### src/rtl/extend.sv
// -----------------------------------------------------------------------------
// extend -- registered sign/zero extender
//
// Widens an IN_W-bit immediate to an OUT_W-bit datapath word, with one clock
// of latency. It sits between the instruction decode immediate field and the
// ALU/address operand mux.
//
// Parameters:
//   IN_W   width of the input immediate (>= 1)
//   OUT_W  width of the extended result (> IN_W)
//
// Ports:
//   clk         in   rising-edge clock
//   rst         in   synchronous reset, active-high; overrides in_valid
//   unextended  in   [IN_W-1:0]  immediate to extend
//   in_valid    in   capture strobe
//   zero_ext    in   0 = sign-extend, 1 = zero-extend
//   extended    out  [OUT_W-1:0] registered extended value
//   out_valid   out  high for one cycle after each capture
//   is_neg      out  registered extended[OUT_W-1]   (EXTEND_STATUS_EN only)
//   is_zero     out  registered (extended == 0)     (EXTEND_STATUS_EN only)
//
// Optional feature macro: EXTEND_STATUS_EN adds the is_neg / is_zero outputs.
//
// Handshake: there is no back-pressure. unextended and zero_ext are sampled
// on every rising edge where in_valid is high and rst is low; the result
// appears on extended with out_valid high for exactly the following cycle.
// With in_valid low, extended holds its last value and out_valid drops, so
// back-to-back strobes yield one result per cycle.
// -----------------------------------------------------------------------------
module extend #(
   parameter int IN_W  = 8,
   parameter int OUT_W = 20
) (
   input  logic             clk,
   input  logic             rst,
   input  logic [IN_W-1:0]  unextended,
   input  logic             in_valid,
   input  logic             zero_ext,
`ifdef EXTEND_STATUS_EN
   output logic             is_neg,
   output logic             is_zero,
`endif
   output logic [OUT_W-1:0] extended,
   output logic             out_valid
);

   // Reject configurations that cannot produce a wider word.
   generate
      if (IN_W < 1) begin : g_bad_in_w
         $error("extend: IN_W must be at least 1");
      end
      if (OUT_W <= IN_W) begin : g_bad_out_w
         $error("extend: OUT_W must be greater than IN_W");
      end
   endgenerate

   localparam int EXT_W = OUT_W - IN_W;

   // Bit replicated into the upper field: the input MSB in sign mode,
   // zero in zero-extend mode.
   logic             fill;
   logic [OUT_W-1:0] ext_next;

   always_comb begin
      fill     = ~zero_ext & unextended[IN_W-1];
      ext_next = {{EXT_W{fill}}, unextended};
   end

   // Only the capture path reads unextended, so X/Z on the input while
   // in_valid is low never reaches the register.
   always_ff @(posedge clk) begin
      if (rst) begin
         extended  <= '0;
         out_valid <= 1'b0;
      end else if (in_valid) begin
         extended  <= ext_next;
         out_valid <= 1'b1;
      end else begin
         out_valid <= 1'b0;
      end
   end

`ifdef EXTEND_STATUS_EN
   // Flags are computed from the value being captured so they line up with
   // extended on the same edge. is_zero resets to 0 even though extended
   // resets to zero: the flags describe captured results only.
   always_ff @(posedge clk) begin
      if (rst) begin
         is_neg  <= 1'b0;
         is_zero <= 1'b0;
      end else if (in_valid) begin
         is_neg  <= ext_next[OUT_W-1];
         is_zero <= (ext_next == '0);
      end
   end
`endif

endmodule

### config.mk
export PLATFORM = sky130hd
export DESIGN_NAME = extend
export DESIGN_NICKNAME = d
export VERILOG_FILES = /design/src/rtl/extend.sv
export SDC_FILE = /design/constraint.sdc
export NUM_CORES = 1
export LEC_CHECK = 0
export CAP_MARGIN = 10
export CORE_UTILIZATION = 30
export CTS_CLUSTER_SIZE = 12
export DETAILED_ROUTE_END_ITERATION = 12
export PLACE_DENSITY = 0.72
export SKIP_CTS_REPAIR_TIMING = 1
export SLEW_MARGIN = 20
export SYNTH_ARGS = -nofsm -noshare
export SYNTH_HDL_FRONTEND = slang
export SYNTH_SLANG_ARGS = --single-unit
### constraint.sdc
create_clock -name clk -period 0.9 [get_ports clk]
set_input_delay 0.135 -clock clk [delete_from_list [all_inputs] [get_ports clk]]
set_output_delay 0.135 -clock clk [all_outputs]
set_load 0.1 [all_outputs]
* After elaboration in Yosys (flattened, before gate mapping) *
Index checks and enable logic that the tools add are counted.

cells by class
  bitwise operators = 2
  mux-type cells = 1

operator list
  kind           number
  $and A1 B1 Y1  1
  $mux W1        1
  $not A1 Y1     1

storage, ports and cells
  output and inout port bits = 21
  register bits after elaboration = 10
  bits of input ports = 12
  logic and storage cells = 5

* Logic depth before layout (Yosys ltp) *
  depth after elaboration = 2
  mapped depth = 3
  depth with buffers taken out = 2

* Worst setup path before layout *
Ideal clock, no wire load.

  path type = reg-to-output
  from = register, netlist name extended[8]
  to = output extended[10]
  required time = 0.765 ns
  path buffers = 1
  setup slack = -0.789 ns
  cell stages (with the launch flop) = 2
  data arrival time = 1.554 ns
  cells stage by stage = dfxtp_1 -> buf_4

RTL lines
  element        RTL line  source
  end, declared  44        output logic [OUT_W-1:0] extended,

No word-level cell between the ends.

* Final worst setup path *
  from = register, netlist name extended[8]
  to = output extended[8]

No word-level cell between the ends.

==> flow_summary.ini <==
[global_routing]
grt_max_degree = 12
grt_pass1_vias = 309
overflow = 0
grt_use_total = 0.123
grt_antenna_before_repair = 0
grt_pass1_wl_mm = 1.31

[yosys]
synth_top_area_frac = 0.462
synthDistinctLibCells = 10
synth-compound-area-share = 0.0116
synth_top_area_cell = dfxtp_1
syn_inst = 43
synth_nets = 55
synthXorXnorAreaFrac = 0
synth_fa_ha_area_frac = 0
yosys.area_share.simple = 0.116
syn_area_um2 = 433
yosysSeqAreaShare = 0.462
yosysWarnings = 0
synth_top_family_by_area = buffers and inverters
synth.area.top_cells = dfxtp_1 (46%), buf_4 (19%), mux2i_1 (18%), nor2_1 (6.9%), buf_6 (2.6%)
ys_seq_elements = 10
avgSynthCellArea_um2 = 10.1
synth_mux_area_frac = 0.185

[routing]
first_pass_iters = 2
ant_nets = 0
routedWlPerCell_um = 10.2
routed_wl_um = 889
vias = 365
drc = 0
vias_per_cell = 4.20
drtIter0Drc = 4

[die]
die_y_um = 40.0
start_util = 0.329
floorplan.die_area_mm2 = 0.00160
num_rows = 13
die_x_um = 40.0
coreArea_mm2 = 0.00132
io_pins = 33

[critical_path]
worstPathCellList = buf_12 > buf_12
path_delay_family = flip-flops
critPathMaxStageDelay_ps = 380
cpMostUsedCell = buf_12
cp_num_buf_inv = 2
path_max_fanout = 6
cp-end-kind = primary output
critPathRequiredTime_ps = 760
worstSetupPathType = flip-flop to primary output
cpMaxStageDelayCell = dfxtp_4
worst_setup_path_start_kind = flip-flop
arrival_ps = 960

[timing]
drv_slew = 0
min_period_over_period = 1.21
worst_pin_slew_ps = 151
rsz0062_at_grt = yes
skew_ps = 0
final.min_clock_period_ps = 1090
finalHoldViolCount = 0
setup_viol = 20
relSlewSlack = 0.897
fmax_mhz = 915
setup_slack_ps = -193

[status]
status = finished with violations
violations = setup timing

[clocking]
clock_path_buffers = 2
insertion_delay_ps = 250
clkTransAtPathRegs_ps = 70
cts.root.buffer_cell = clkbuf_4
cts_tree = built
cts-buffers-inserted = 3
cts.sinks = 10
htreeDepth = 1

[placement]
place_area_um2 = 995
hpwl_um = 781
io_buffers = 32
dpl_worst_slack_ps = -278
place_congestion = 0.635

[flow_run]
drv_cap = 0

[cells_and_area]
nFillCells = 79
syn_to_final_growth_pct = 139
stdcell_area_mm2 = 0.00103
drive_above_1_share = 0.569
num-nets-final = 85
diodes = 0
multi_input_area_um2 = 139
ff_latch_area_um2 = 235

[pwr]
vdd_drop_max_mv = 1.37
power.total_mw = 1.45
power_density_mw_per_mm2 = 1400
p_leak_nw = 0.440

[worst_hold_path]
hp-class = primary input to flip-flop
[power breakdown]
group	internal, mW	switching, mW
combinational	0.259	0.388
clock	0.170	0.144
sequential	0.458	0.0263
[cells in the mapped netlist]
cell and count:
buf_4 11, dfxtp_1 10, mux2i_1 8, nor2_1 8
a21oi_1 1, buf_6 1, clkbuf_1 1, nand2b_1 1
nand3b_1 1, nor2b_1 1
[metrics by stage]
stage	TNS (ps)	instances	util	hold slack, ps
2_1_floorplan	-1520	43	-	281
3_3_place_gp	-2050	82	0.755	500
3_5_place_dp	-2290	82	0.755	507
4_1_cts	-2570	86	0.775	484
5_1_grt	-2960	87	0.785	340
6_report	-2410	87	0.785	321
[registers in the layout, indices dropped and copies added, names as in the netlist]
name	flops
extended	9
out_valid	1
[worst paths after layout]
| path | start | end | slack [ps] | depth (start not counted) |
|---|---|---|---|---|
| setup / recovery | extended[8]$_SDFFE_PP0P_ | extended[8] | -190 | 2 |
| hold / removal | in_valid | out_valid$_SDFF_PP0_ | 320 | 3 |
| setup reg to reg | extended[7]$_SDFFE_PP0P_ | extended[7]$_SDFFE_PP0P_ | 100 | 3 |
| hold reg to reg | extended[8]$_SDFFE_PP0P_ | extended[8]$_SDFFE_PP0P_ | 520 | 2 |
[kinds of logic after synthesis]
kind of cell           Yosys count
buffers and inverters           13
AND/OR/NAND/NOR                 11
flip-flops                      10
multiplexers                     8
AO/OA/AOI/OAI                    1
[layout by cell type (no fill, tap or decap), drive strengths merged]
cell type / Yosys / routed
buf: 12 / 27
clkdlybuf4s50: 0 / 10
dfxtp: 10 / 10
nor2: 8 / 8
mux2i: 8 / 8
clkbuf: 1 / 4
nand2b: 1 / 1
nand3b: 1 / 1
a21oi: 1 / 1
nor2b: 1 / 1
dlymetal6s2s: 0 / 1
[area by class of cell]
class                           instances  share of cell area
Timing Repair Buffer                   38               0.595
Sequential cell                        10               0.227
Multi-Input combinational cell         20               0.134
Clock buffer                            4              0.0254
Tap cell                               15              0.0181
[worst register-to-register path: stages, from the launching register on]
cell and delay [ps]:
dfxtp_4 350, buf_4 130, mux2i_2 150, nor2_1 60
[metal layers]
metal	global-route usage	share of wire
met2	0.230	0.53
met4	0.0259	0
met1	0.131	0.36
met5	0	0
met3	0.0389	0.11
(Power assumes the default switching activity.)
